`config.mk`:
```
export PLATFORM = sky130hd
export DESIGN_NAME = if_fetch_flat
export DESIGN_NICKNAME = d
export VERILOG_FILES = /design/src/rtl/if_fetch_pkg.sv /design/src/rtl/if_fetch_if.sv /design/src/rtl/if_skid_fifo.sv /design/src/rtl/if_fetch.sv /design/src/flat_wrapper.sv
export SDC_FILE = /design/constraint.sdc
export NUM_CORES = 1
export LEC_CHECK = 0
export BUFFER_PORTS_ARGS = -buffer_cell sky130_fd_sc_hd__buf_2
export CORE_MARGIN = 5
export CORE_UTILIZATION = 50
export CTS_CLUSTER_SIZE = 16
export DETAILED_ROUTE_END_ITERATION = 7
export PLACE_DENSITY = 0.77
export SLEW_MARGIN = 25
export SYNTH_ARGS = -nofsm -noshare
export SYNTH_HDL_FRONTEND = slang
export SYNTH_HIERARCHICAL = 1
export SYNTH_SLANG_ARGS = --single-unit
export TNS_END_PERCENT = 100
```
`constraint.sdc`:
```
create_clock -name clk -period 15.35 [get_ports clk]
set_input_delay 0.7675 -clock clk [delete_from_list [all_inputs] [get_ports clk]]
set_output_delay 0.7675 -clock clk [all_outputs]
set_load 0.01 [all_outputs]
```
`src/rtl/if_fetch_pkg.sv`:
```
`default_nettype none
// ============================================================================
//  Module   : if_fetch_pkg
//  Purpose  : Shared constants and types for the instruction-fetch front end:
//             enable levels, the fetch state encoding and the FIFO entry.
//  Revision : 1.0 - initial release
// ============================================================================
package if_fetch_pkg;

  localparam logic [31:0] ZeroWord    = 32'h0000_0000;
  localparam logic        RstEnable   = 1'b1;
  localparam logic        StallEnable = 1'b1;
  localparam logic        FlushEnable = 1'b1;
  localparam logic [31:0] PcIncr      = 32'd4;

  // IDLE: nothing outstanding; REQ: request on the bus;
  // DISCARD: a squashed request is still outstanding and its data is dropped.
  typedef enum logic [1:0] {
    IDLE    = 2'd0,
    REQ     = 2'd1,
    DISCARD = 2'd2
  } fetch_state_e;

  typedef struct packed {
    logic [31:0] pc;
    logic [31:0] inst;
  } fetch_entry_t;

endpackage
`default_nettype wire

```
`src/rtl/if_fetch_if.sv`:
```
`default_nettype none
// ============================================================================
//  Module   : if_fetch_if
//  Purpose  : Bundles the pipeline-control, instruction-memory and IF/ID
//             signals of the fetch unit. master = fetch unit, slave = the
//             surrounding pipeline and memory.
//  Revision : 1.0 - initial release
// ============================================================================
interface if_fetch_if;
  logic        stall;
  logic        flush;
  logic [31:0] redirect_pc;
  logic        imem_req;
  logic [31:0] imem_addr;
  logic        imem_ready;
  logic [31:0] imem_rdata;
  logic [31:0] if_pc;
  logic [31:0] if_inst;
  logic        if_valid;

  modport master (
    input  stall, flush, redirect_pc, imem_ready, imem_rdata,
    output imem_req, imem_addr, if_pc, if_inst, if_valid
  );

  modport slave (
    output stall, flush, redirect_pc, imem_ready, imem_rdata,
    input  imem_req, imem_addr, if_pc, if_inst, if_valid
  );
endinterface
`default_nettype wire

```
`src/rtl/if_skid_fifo.sv`:
```
`default_nettype none
// ============================================================================
//  Module   : if_skid_fifo
//  Purpose  : DEPTH-entry {pc, inst} FIFO with a combinationally visible head.
//             clear_i empties it at the edge and overrides push/pop.
//  Revision : 1.0 - initial release
// ============================================================================
module if_skid_fifo
  import if_fetch_pkg::*;
#(
  parameter int DEPTH = 2,
  parameter int CNT_W = $clog2(DEPTH + 1)
) (
  input  wire logic             clk,
  input  wire logic             rst,
  input  wire logic             clear_i,
  input  wire logic             push_i,
  input  wire logic             pop_i,
  input  wire fetch_entry_t     push_data_i,
  output fetch_entry_t          head_o,
  output logic                  valid_o,
  output logic [CNT_W-1:0]      cnt_o
);

  localparam int PTR_W = (DEPTH > 1) ? $clog2(DEPTH) : 1;
  localparam logic [PTR_W-1:0] c_last_ptr = PTR_W'(DEPTH - 1);
  localparam logic [CNT_W-1:0] c_full_cnt = CNT_W'(DEPTH);

  fetch_entry_t     mem_q [DEPTH];
  logic [PTR_W-1:0] rd_ptr_q;
  logic [PTR_W-1:0] wr_ptr_q;
  logic [CNT_W-1:0] cnt_q;
  logic             w_full;
  logic             w_do_push;
  logic             w_do_pop;

  // A push into a full FIFO is only accepted when a pop frees a slot in the same cycle.
  always_comb begin
    w_full    = (cnt_q == c_full_cnt);
    w_do_pop  = pop_i & (cnt_q != '0);
    w_do_push = push_i & (~w_full | w_do_pop);
  end

  // Pointer and occupancy bookkeeping; clear behaves like a reset.
  always_ff @(posedge clk) begin
    if (rst == RstEnable || clear_i) begin
      rd_ptr_q <= '0;
      wr_ptr_q <= '0;
      cnt_q    <= '0;
    end else begin
      if (w_do_push) wr_ptr_q <= (wr_ptr_q == c_last_ptr) ? '0 : wr_ptr_q + 1'b1;
      if (w_do_pop)  rd_ptr_q <= (rd_ptr_q == c_last_ptr) ? '0 : rd_ptr_q + 1'b1;
      cnt_q <= cnt_q + CNT_W'(w_do_push) - CNT_W'(w_do_pop);
    end
  end

  // Entry storage needs no reset: occupancy alone decides what is visible.
  always_ff @(posedge clk) begin
    if (w_do_push && !clear_i) mem_q[wr_ptr_q] <= push_data_i;
  end

  assign head_o  = mem_q[rd_ptr_q];
  assign valid_o = (cnt_q != '0);
  assign cnt_o   = cnt_q;

endmodule
`default_nettype wire

```
`src/rtl/if_fetch.sv`:
```
`default_nettype none
// ============================================================================
//  Module   : if_fetch
//  Purpose  : Instruction-fetch front end. Issues sequential single-outstanding
//             fetches, buffers responses in a skid FIFO for the IF/ID register
//             and squashes the in-flight path on flush.
//  Revision : 1.0 - initial release
// ============================================================================
module if_fetch
  import if_fetch_pkg::*;
#(
  parameter logic [31:0] RESET_PC = 32'h0000_0000,
  parameter int          DEPTH    = 2
) (
  input  wire logic clk,
  input  wire logic rst,
  if_fetch_if.master bus
);

  localparam int CNT_W = $clog2(DEPTH + 1);
  localparam logic [CNT_W:0] c_room_max = (CNT_W + 1)'(DEPTH - 1);

  fetch_state_e     state_q, state_d;
  logic [31:0]      fetch_pc_q, fetch_pc_d;

  logic             w_flush;
  logic             w_pop;
  logic             w_push;
  logic             w_room;
  logic             w_fifo_valid;
  logic [CNT_W-1:0] w_cnt;
  logic [CNT_W:0]   w_cnt_next;
  fetch_entry_t     w_head;
  fetch_entry_t     w_push_entry;

  // Handshake terms; room looks at the occupancy after this cycle's push/pop
  // so a new request is only issued when its response is sure to fit.
  always_comb begin
    w_flush      = (bus.flush == FlushEnable);
    w_pop        = w_fifo_valid & (bus.stall != StallEnable) & ~w_flush;
    w_push       = (state_q == REQ) & bus.imem_ready & ~w_flush;
    w_cnt_next   = {1'b0, w_cnt} + (CNT_W + 1)'(w_push) - (CNT_W + 1)'(w_pop);
    w_room       = (w_cnt_next <= c_room_max);
    w_push_entry = '{pc: fetch_pc_q, inst: bus.imem_rdata};
  end

  // Fetch state and PC registers.
  always_ff @(posedge clk) begin
    if (rst == RstEnable) begin
      state_q    <= IDLE;
      fetch_pc_q <= RESET_PC;
    end else begin
      state_q    <= state_d;
      fetch_pc_q <= fetch_pc_d;
    end
  end

  // Next-state and next-PC selection.
  always_comb begin
    state_d    = state_q;
    fetch_pc_d = fetch_pc_q;
    unique case (state_q)
      IDLE: begin
        if (w_flush)     fetch_pc_d = bus.redirect_pc;
        else if (w_room) state_d    = REQ;
      end
      REQ: begin
        if (w_flush) begin
          // The squashed request either completes now (data dropped) or is
          // still outstanding and must be drained in DISCARD.
          fetch_pc_d = bus.redirect_pc;
          state_d    = bus.imem_ready ? IDLE : DISCARD;
        end else if (bus.imem_ready) begin
          fetch_pc_d = fetch_pc_q + PcIncr;
          state_d    = w_room ? REQ : IDLE;
        end
      end
      DISCARD: begin
        // A repeated flush only retargets; the drain still ends on imem_ready.
        if (w_flush)        fetch_pc_d = bus.redirect_pc;
        if (bus.imem_ready) state_d    = IDLE;
      end
      default: state_d = IDLE;
    endcase
  end

  if_skid_fifo #(
    .DEPTH (DEPTH),
    .CNT_W (CNT_W)
  ) u_skid_fifo (
    .clk         (clk),
    .rst         (rst),
    .clear_i     (w_flush),
    .push_i      (w_push),
    .pop_i       (w_pop),
    .push_data_i (w_push_entry),
    .head_o      (w_head),
    .valid_o     (w_fifo_valid),
    .cnt_o       (w_cnt)
  );

  assign bus.imem_req  = (state_q == REQ);
  assign bus.imem_addr = fetch_pc_q;
  assign bus.if_valid  = w_fifo_valid;
  assign bus.if_pc     = w_fifo_valid ? w_head.pc   : ZeroWord;
  assign bus.if_inst   = w_fifo_valid ? w_head.inst : ZeroWord;

endmodule
`default_nettype wire

```
`src/flat_wrapper.sv`:
```
// flat-port wrapper written by rule: the top's interface ports become plain ports
module if_fetch_flat import if_fetch_pkg::*;
#(
  parameter logic [31:0] RESET_PC = 32'h0000_0000,
  parameter int          DEPTH    = 2
)
  (clk, rst, bus_stall, bus_flush, bus_redirect_pc, bus_imem_ready, bus_imem_rdata, bus_imem_req, bus_imem_addr, bus_if_pc, bus_if_inst, bus_if_valid);
  if_fetch_if bus_i ();
  input  wire logic clk;
  input  wire logic rst;
  input wire logic [$bits(bus_i.stall)-1:0] bus_stall;
  input wire logic [$bits(bus_i.flush)-1:0] bus_flush;
  input wire logic [$bits(bus_i.redirect_pc)-1:0] bus_redirect_pc;
  input wire logic [$bits(bus_i.imem_ready)-1:0] bus_imem_ready;
  input wire logic [$bits(bus_i.imem_rdata)-1:0] bus_imem_rdata;
  output wire logic [$bits(bus_i.imem_req)-1:0] bus_imem_req;
  output wire logic [$bits(bus_i.imem_addr)-1:0] bus_imem_addr;
  output wire logic [$bits(bus_i.if_pc)-1:0] bus_if_pc;
  output wire logic [$bits(bus_i.if_inst)-1:0] bus_if_inst;
  output wire logic [$bits(bus_i.if_valid)-1:0] bus_if_valid;
  assign bus_i.stall = bus_stall;
  assign bus_i.flush = bus_flush;
  assign bus_i.redirect_pc = bus_redirect_pc;
  assign bus_i.imem_ready = bus_imem_ready;
  assign bus_i.imem_rdata = bus_imem_rdata;
  assign bus_imem_req = bus_i.imem_req;
  assign bus_imem_addr = bus_i.imem_addr;
  assign bus_if_pc = bus_i.if_pc;
  assign bus_if_inst = bus_i.if_inst;
  assign bus_if_valid = bus_i.if_valid;
  if_fetch #(.RESET_PC(RESET_PC), .DEPTH(DEPTH)) u_core (.clk(clk), .rst(rst), .bus(bus_i));
endmodule
```
Yosys cells after proc, flatten, opt, wreduce, memory -nomap -nowiden:

Memories as Yosys holds them, arrays and structs flattened. A register that Yosys moved wholly into a read port is not among the register bits.
Index checks and enable logic that the tools add are counted.

* register bits after elaboration: 38
* memory bits (writable): 128
* output and inout bits: 98
* word-level logic and storage cells: 61
* memories kept: 1

Memory list
* u_core.u_skid_fifo.mem_q: words 2, width 64, rd ports 1, clocked after memory_dff 1, write ports 1, RTL line if_skid_fifo.sv:29 `fetch_entry_t mem_q [DEPTH];`

* add/sub/neg operators: 7
* order comparisons: 1
* eq/ne operators: 8
* multiplexer cells: 20
* bitwise operators: 10
* reduce and logical (&&, ||, !) cells: 9

Operator list (number)
* $mux 32: 5
* $pmux 32 s2: 1
* $add 32x3->32 const B: 1
* $mux 2: 6
* $mux 1: 7
* $and 1x1->1: 6
* $pmux 2 s3: 1
* $eq 2x2->1 const B: 2
* $ne 2x1->1 const B: 2
* $ne 2x2->1 const B: 2
* $reduce_and 4->1: 1
* $reduce_bool 2->1: 2
* $add 2x1->3: 1
* $le 3x1->1 const B: 1
* $ne 3x3->1 const B: 1
* $not 1->1: 3
* $reduce_and 3->1: 1
* $sub 3x1->3: 1
* $add 1x1->1 const B: 2
* $add 2x1->2: 1
* $eq 2x1->1 const B: 1
* $logic_not 2->1: 1
* $reduce_or 2->1: 1
* $sub 2x1->2: 1
* 4 further kinds: 4

Depth between registers and ports, before layout:

Gate-level depths: netlist of the first run.

* depth in word-level cells: 10
* gate-level depth with buffers: 12

Hierarchy:

Netlist of the first run, hierarchy kept.

By module, submodules not included
* if_skid_fifo: times used 1, cells each 224, area each 4894.7 µm², seq. area each 3943.8 µm²
* if_fetch: times used 1, cells each 361, area each 2606.2 µm², seq. area each 680.7 µm²

Least setup slack after synthesis of the first run:

OpenSTA, ideal clock, no wires.

* path kind: input to register
* start: input port bus_flush
* end: memory u_core/u_skid_fifo/mem_q[1][0] (netlist name), enable pin
* library setup time: 0.579 ns
* arrival: 6.236 ns
* data required time: 14.771 ns
* setup slack: 8.535 ns
* stages: 7
* buffers on the path: 2
* cells stage by stage: buf_2 nor2_1 nand3_1 clkbuf_1 inv_1 o31ai_4 nor3b_1

RTL lines
* start, declared: RTL line flat_wrapper.sv:12 `input wire logic [$bits(bus_i.flush)-1:0] bus_flush;`
* $not 1->1: RTL line if_fetch.sv:41 `w_push = (state_q == REQ) & bus.imem_ready & ~w_flush;`
* $and 1x1->1: RTL line if_fetch.sv:41
* named net u_core.w_push: RTL line if_fetch.sv:28 `logic w_push;`
* $and 1x1->1: RTL line if_skid_fifo.sv:41 `w_do_push = push_i & (~w_full | w_do_pop);`
* $logic_and 1x1->1: RTL line if_skid_fifo.sv:59 `if (w_do_push && !clear_i) mem_q[wr_ptr_q] <= push_data_i;`
* $mux 1: RTL line if_skid_fifo.sv:59
* $mux 1 (implied by the code): RTL line if_skid_fifo.sv:59
* end, declared: RTL line if_skid_fifo.sv:29

The timed path passes the listed nets, and every way through them passes these cells.

Worst setup path in the final report of the first run:

* start: register u_core.u_skid_fifo.cnt_q[1], in the netlist u_core/u_skid_fifo/cnt_o[1]
* end: register u_core.state_q[0]

* cells in the longest elaborated chain, start to end: 9

RTL lines
* start, declared: RTL line if_skid_fifo.sv:32 `logic [CNT_W-1:0] cnt_q;`
* start signal, assigned: RTL line if_skid_fifo.sv:53 `cnt_q <= cnt_q + CNT_W'(w_do_push) - CNT_W'(w_do_pop);`
* $reduce_bool 2->1 *: RTL line if_skid_fifo.sv:63 `assign valid_o = (cnt_q != '0);`
* $and 1x1->1 * (2 in series): RTL line if_fetch.sv:40 `w_pop = w_fifo_valid & (bus.stall != StallEnable) & ~w_flush;`
* named net u_core.w_pop: RTL line if_fetch.sv:27 `logic w_pop;`
* $sub 3x1->3 *: RTL line if_fetch.sv:42 `w_cnt_next = {1'b0, w_cnt} + (CNT_W + 1)'(w_push) - (CNT_W + 1)'(w_pop);`
* $le 3x1->1 *: RTL line if_fetch.sv:43 `w_room = (w_cnt_next <= c_room_max);`
* $mux 1: RTL line if_fetch.sv:75 `state_d = w_room ? REQ : IDLE;`
* $mux 2: RTL line if_fetch.sv:73 `end else if (bus.imem_ready) begin`
* $mux 2: RTL line if_fetch.sv:68 `if (w_flush) begin`
* $pmux 2 s3: RTL line if_fetch.sv:62 `unique case (state_q)`
* end signal, assigned: RTL line if_fetch.sv:53 `state_q <= state_d;`
* end, declared: RTL line if_fetch.sv:23 `fetch_state_e state_q, state_d;`

The timed path passes the listed nets; every way through them passes the cells marked *. The select of a mux whose other input is x is not followed.
A chain may end at the register's enable or synchronous reset.

==> results.json, run 1 <==
{
  "outcome": "complete, no violations",
  "vias": 5413,
  "coreArea_sq_um": 14600,
  "yosysSeqAreaShare_pct": 61.7,
  "rsz0062_at_grt": "no",
  "via_per_inst": 5.78,
  "dieArea_sq_um": 17600,
  "synth_flop_cell": "edfxtp_1",
  "grt_start_max_net_pins": 67,
  "io_buffers": 166,
  "dieWidth_um": 132,
  "die_height_um": 132,
  "wl_per_cell_um": 19.1,
  "gr-total-overflow": 0,
  "ys_warn_count": 6,
  "cp.required_ns": 15.67,
  "cts_resized": 0,
  "clockRootBuffer": "clkbuf_16",
  "slowest_stage": "nor3b_1",
  "endpoint_kind": "flip-flop",
  "relSlewSlack_pct": 41.1,
  "wirelength_mm": 17.9,
  "synthMuxAreaShare_pct": 9.74,
  "ys_ff_latch": 167,
  "yosys.area.top_type_share_pct": 51.2,
  "clk_pin_slew_worst_paths_ns": 0.06,
  "yosysMostFrequentCell": "edfxtp_1",
  "io_pins": 167,
  "grt_pass1_vias": 5521,
  "cap_violations": 0,
  "cts_tree": "yes",
  "cts-buffers-inserted": 17,
  "placed_cell_area_sq_um": 8420,
  "arrival_ns": 3.51,
  "avgSynthCellArea_sq_um": 12.8,
  "synthToLayoutAreaGrowth_pct": 19.5,
  "clock_skew_ns": 0.00591,
  "synth_xor_area_share_pct": 0.467,
  "synth_top_area_cell": "edfxtp_1",
  "grt_use_total_pct": 20.3,
  "synthCells": 585,
  "hold_class": "reg -> reg",
  "cpPeakStageDelay_ns": 0.60,
  "drt_pass1_iterations": 5,
  "worstSkewPairLatency_ns": 0.42,
  "synth_fp_nets": 660,
  "synth_common_cells": "128 x edfxtp_1, 67 x and2_1, 64 x mux2_2",
  "synth_top_family_by_area": "simple AND/OR/NAND/NOR gates",
  "hold_viol": 0,
  "syn-cell-area_sq_um": 7500,
  "clock-sinks": 167,
  "tns_ns": 0,
  "synth_area_leaders": "edfxtp_1 51%, dfxtp_1 10%, mux2_2 9.6%, and2_1 5.6%, nand2_1 2.0%",
  "finalInstanceArea_sq_um": 8960,
  "cts_hold_buffers": 0,
  "antenna_cells": 0,
  "nNetsFinal": 815,
  "cts_htree_levels": 4,
  "worst_slew_pin_slew_ns": 0.884,
  "cp-start-kind": "flip-flop",
  "worstPathMaxFanout": 66,
  "synth_compound_area_share_pct": 7.74,
  "ys_types": 60,
  "p_leak_nw": 3.54,
  "drive_above_1_share_pct": 36.8,
  "drt_iter0_drc": 512,
  "maxSlewViolCount": 0,
  "grt_pass1_wl_mm": 28.3,
  "setup_viol": 0,
  "crit_type": "reg -> reg",
  "dp_hpwl_mm": 11.8,
  "min_period_over_period_pct": 20.8,
  "powerDensity_nw_per_um2": 106,
  "finalWeightedCongestion": 0.830,
  "synth-simple-area-share_pct": 16.2,
  "postSynth.asyncResetShare_pct": 0,
  "post-route-drc-count": 0,
  "synth_fa_ha_area_share_pct": 1.10,
  "ir_drop_mv": 0.0741,
  "clock.fmax_mhz": 314,
  "start_util_pct": 51.2,
  "ctsLongestPathBuffers": 2,
  "synth-edff-count": 128,
  "cts_setup_buffers": 0,
  "antenna_left": 0,
  "rows": 44,
  "min_period_ns": 3.19,
  "path_cells": "or2_4, nor3b_1, ha_1, inv_1, ha_1, inv_1, fa_1, xnor2_1, a21oi_1, nor4_1",
  "antenna_found_initial": 0
}
[cell usage in the layout (no fill, tap or decap), types with 8 or more instances in the layout]
cell type / synthesis / layout
a21oi_1: 19 / 19
nand4_1: 9 / 9
nor4_1: 9 / 9
nor3_1: 17 / 16
inv_1: 9 / 9
o21ai_0: 19 / 19
nand2_1: 40 / 40
dfxtp_1: 39 / 38
mux2_2: 64 / 64
edfxtp_1: 128 / 128
a32o_1: 8 / 8
nor2_1: 29 / 29
and2_1: 67 / 67
nand3_1: 10 / 10
clkbuf_16: 0 / 17
buf_2: 5 / 166
[critical path: cells and delay by family (launching register included)]
family,cells,cell delay (ns)
xor+xnor,1,0.17
flops,1,0.45
buf+inv,2,0.13
simple gates,3,1.36
compound gates,1,0.08
fa+ha+maj,3,0.88
[report_power, final]
part	internal [mW]	switching [mW]
clock	0.234	0.157
sequential	0.495	0.0137
combinational	0.0221	0.0315
total	0.752	0.202
[routing by layer]
layer  vias to the layer above  routed length, um  GRT usage [%]  part of all wire, %
met3                        32               1590           5.32                  8.9
met4                         0                389           8.43                  2.2
met5                         -                  0              0                    0
met1                      2588               7290           26.2                   41
met2                       293               8600           32.9                   48
li1                       2500                  -              -                    -
[registers in the layout, indices dropped and copies added (netlist names), named ones only]
| name | cells |
|---|---|
| u_core/u_skid_fifo/wr_ptr_q | 1 |
| u_core/u_skid_fifo/mem_q | 128 |
| u_core/u_skid_fifo/rd_ptr_q | 1 |
| u_core/state_q | 2 |
| u_core/u_skid_fifo/cnt_o | 2 |
| u_core/bus.imem_addr | 32 |
[per-stage QoR]
stage,power (mW),setup slack [ns],instances,util (%),hold slack [ns]
4_1_cts,0.962,11.85,937,61.2,0.503
3_3_place_gp,0.569,12.15,905,57.5,0.480
3_5_place_dp,0.571,11.86,905,57.5,0.489
6_report,0.954,12.16,937,61.2,0.490
5_1_grt,0.988,11.96,937,61.2,0.517
2_1_floorplan,0.542,8.54,585,-,0.456
[cell type report]
type	instances	area, sq um
Fill cell	1172	5680
Clock inverter	6	52.6
Inverter	10	37.5
Tap cell	184	230
Sequential cell	167	4630
Clock buffer	26	489
Timing Repair Buffer	171	868
Multi-Input combinational cell	373	2660
[logic make-up after synthesis]
kind of cell	count (synthesis)
and+or+nand+nor	215
xor gates and xnor gates	4
muxes	65
AOI/OAI and AO/OA	83
DFF	167
buffers and inverters	45
adders and majority gates	6
[worst paths after layout]
kind | startpoint | endpoint | slack [ns] | cells past startpoint
worst max-delay path | u_core/u_skid_fifo/cnt_o[1] | u_core/state_q[0] | 12.16 | 10
worst min-delay path | u_core/bus.imem_addr[0] | u_core/u_skid_fifo/mem_q[1][32] | 0.49 | 0
worst max register to register | u_core/u_skid_fifo/cnt_o[1] | u_core/state_q[0] | 12.16 | 10
worst min register to register | u_core/bus.imem_addr[0] | u_core/u_skid_fifo/mem_q[1][32] | 0.49 | 0
Power figures use the tool's default switching activity.
==> run 2, diff against run 1 <==
--- a/config.mk
+++ b/config.mk
@@ -5,12 +5,13 @@
 export SDC_FILE = /design/constraint.sdc
 export NUM_CORES = 1
 export LEC_CHECK = 0
+export ABC_AREA = 1
 export BUFFER_PORTS_ARGS = -buffer_cell sky130_fd_sc_hd__buf_2
 export CORE_MARGIN = 5
 export CORE_UTILIZATION = 50
 export CTS_CLUSTER_SIZE = 16
 export DETAILED_ROUTE_END_ITERATION = 7
-export PLACE_DENSITY = 0.77
+export PLACE_DENSITY = 0.79
 export SLEW_MARGIN = 25
 export SYNTH_ARGS = -nofsm -noshare
 export SYNTH_HDL_FRONTEND = slang
==> constraint.sdc (replaced) <==
create_clock -name clk -period 2.9 [get_ports clk]
set_input_delay 0.145 -clock clk [delete_from_list [all_inputs] [get_ports clk]]
set_output_delay 0.145 -clock clk [all_outputs]
set_load 0.01 [all_outputs]
==> results.json, run 2 <==
{
  "synthCells": 810,
  "avgSynthCellArea_sq_um": 10.2,
  "min_period_over_period_pct": 78.3,
  "post-route-drc-count": 0,
  "coreArea_sq_um": 16400,
  "antenna_cells": 0,
  "yosysMostFrequentCell": "nand2_1",
  "p_total_mw": 5.22,
  "drt_iter0_drc": 410,
  "utilization_pct": 61.5,
  "powerDensity_nw_per_um2": 518,
  "endpoint_kind": "flip-flop",
  "nFillCells": 1341,
  "ys_types": 42,
  "synth_area_leaders": "edfxtp_1 47%, mux2_4 11%, nand2_1 9.6%, dfxtp_1 9.5%, inv_1 4.9%",
  "synthToLayoutAreaGrowth_pct": 22.4,
  "clockRootBuffer": "clkbuf_16",
  "synth_flop_cell": "edfxtp_1",
  "via_per_inst": 4.92,
  "drive_above_1_share_pct": 29.1,
  "path_cells": "inv_1, nand2_4, buf_4, nand2_1, inv_1, ha_1, inv_1, ha_1, or2_2, a21oi_1, nor2_1",
  "rsz0062_at_grt": "no",
  "cp.required_ns": 3.20,
  "layout_common_cells": "208 x nand2_1, 166 x buf_2, 128 x edfxtp_1",
  "antenna_left": 0,
  "io_buffers": 166,
  "tns_ns": 0,
  "syn-cell-area_sq_um": 8240,
  "rows": 47,
  "worstSkewPairLatency_ns": 0.42,
  "drt_pass1_iterations": 6,
  "worst_slew_pin_slew_ns": 0.782,
  "clk_pin_slew_worst_paths_ns": 0.06,
  "dieWidth_um": 138,
  "synth_common_cells": "210 x nand2_1, 128 x edfxtp_1, 107 x inv_1",
  "yosys.area.top_type_share_pct": 46.6,
  "ir_drop_mv": 0.424,
  "largest_reg_flops": 128,
  "cpPeakStageDelay_ns": 0.56,
  "relSlewSlack_pct": 47.9,
  "seq_area_sq_um": 4630,
  "cts-buffers-inserted": 17,
  "grt_pass1_vias": 5975,
  "multi_input_area_sq_um": 2960,
  "cp-start-kind": "flip-flop",
  "dp_hpwl_mm": 12.3,
  "yosysSeqAreaShare_pct": 56.1,
  "cts_htree_levels": 4,
  "finalWeightedCongestion": 0.966,
  "ff2ff_setup_slack_ns": 0.63,
  "hold-worst-slack_ns": 0.0254,
  "grt_use_total_pct": 19.2,
  "wl_per_cell_um": 14.9,
  "top_register": "u_core/u_skid_fifo/mem_q",
  "worstPathMaxFanout": 66,
  "dieArea_sq_um": 19200,
  "start_util_pct": 50.2,
  "synth_top_area_cell": "edfxtp_1",
  "clock_skew_ns": 0.0115,
  "die_height_um": 138,
  "cts_tree": "yes",
  "synth_fa_ha_area_share_pct": 1.00,
  "wirelength_mm": 18.4,
  "finalInstanceArea_sq_um": 10100,
  "synth_compound_area_share_pct": 4.33,
  "clock-sinks": 167,
  "cap_violations": 0,
  "placed_cell_area_sq_um": 9180,
  "synthMuxAreaShare_pct": 11.5,
  "grt_start_max_net_pins": 67,
  "synth_fp_nets": 885,
  "slowest_stage": "buf_4",
  "ctsLongestPathBuffers": 2,
  "critPathMostFrequentCell": "inv_1",
  "synth_xor_area_share_pct": 0.212,
  "synth-simple-area-share_pct": 18.3,
  "vias": 6091,
  "ys_ff_latch": 167,
  "postSynth.asyncResetShare_pct": 0,
  "setup_viol": 0,
  "arrival_ns": 2.57,
  "hold_viol": 0,
  "mostFrequentLayoutCell": "nand2_1",
  "io_pins": 167,
  "hold_class": "in -> reg",
  "synth-edff-count": 128,
  "p_leak_nw": 4.49,
  "antenna_found_initial": 0,
  "ys_warn_count": 6,
  "crit_type": "reg -> reg",
  "grt_pass1_wl_mm": 29.7,
  "synth_top_family_by_area": "simple AND/OR/NAND/NOR gates",
  "outcome": "complete, no violations",
  "clock.fmax_mhz": 441,
  "gr-total-overflow": 0,
  "maxSlewViolCount": 0,
  "nNetsFinal": 1080,
  "min_period_ns": 2.27,
  "cts_resized": 0
}
==> run 2: critical path, delay by kind of cell, from the launching register on <==
family | cells | cell delay, ns
buf+inv | 4 | 0.82
simple gates | 4 | 0.55
flops | 1 | 0.35
fa+ha+maj | 2 | 0.31
compound gates | 1 | 0.13
==> run 2: where the power goes <==
part,internal (mW),switching (mW),total [mW]
Clock,1.27,0.894,2.16
Combinational,0.162,0.200,0.362
Sequential,2.62,0.0751,2.70
Total,4.05,1.17,5.22
==> run 2: kinds of logic (layout without fill, tap and decap cells) <==
kind of cell / Yosys count / count (layout)
flops: 167 / 167
xor+xnor: 2 / 2
mux: 64 / 64
compound gates: 60 / 60
fa+ha+maj: 6 / 6
buf+inv: 142 / 350
simple gates: 369 / 369
==> run 2: routing by layer <==
| metal | share of wire [%] | vias up | global-route usage, % |
|---|---|---|---|
| li1 | - | 3047 | - |
| met1 | 41 | 2824 | 22.9 |
| met2 | 51 | 195 | 34.1 |
| met3 | 6.2 | 25 | 4.94 |
| met4 | 1.4 | 0 | 6.14 |
| met5 | 0 | - | 0 |
==> run 2: what timing repair did <==
action	in CTS	in global routing
setup buffers	0	0
endpoints found under the hold margin	65	0
hold buffers	33	0
==> run 2: metrics by stage <==
step / instances / setup slack, ns
CTS: 1238 / 0.558
detailed placement: 1173 / 0.620
global placement: 1173 / 0.700
floorplan: 810 / -0.157
global route: 1238 / 0.393
finish: 1238 / 0.630
==> run 2: cell type report <==
type	instances	area share, %
inverters	112	4.17
flip-flops and latches	167	45.9
clock inverters	15	1.51
multi-input cells	501	29.3
well taps	220	2.73
repair buffers	206	12.2
clock buffers	17	4.22
==> run 2: worst paths after layout <==
path                                    start                     endpoint  depth (start not counted)
setup / recovery  u_core/u_skid_fifo/cnt_o[0]  u_core/u_skid_fifo/cnt_o[1]                         11
hold / removal             bus_redirect_pc[1]      u_core/bus.imem_addr[1]                          3
setup reg to reg  u_core/u_skid_fifo/cnt_o[0]  u_core/u_skid_fifo/cnt_o[1]                         11
hold reg to reg   u_core/u_skid_fifo/rd_ptr_q                    flip-flop                          2
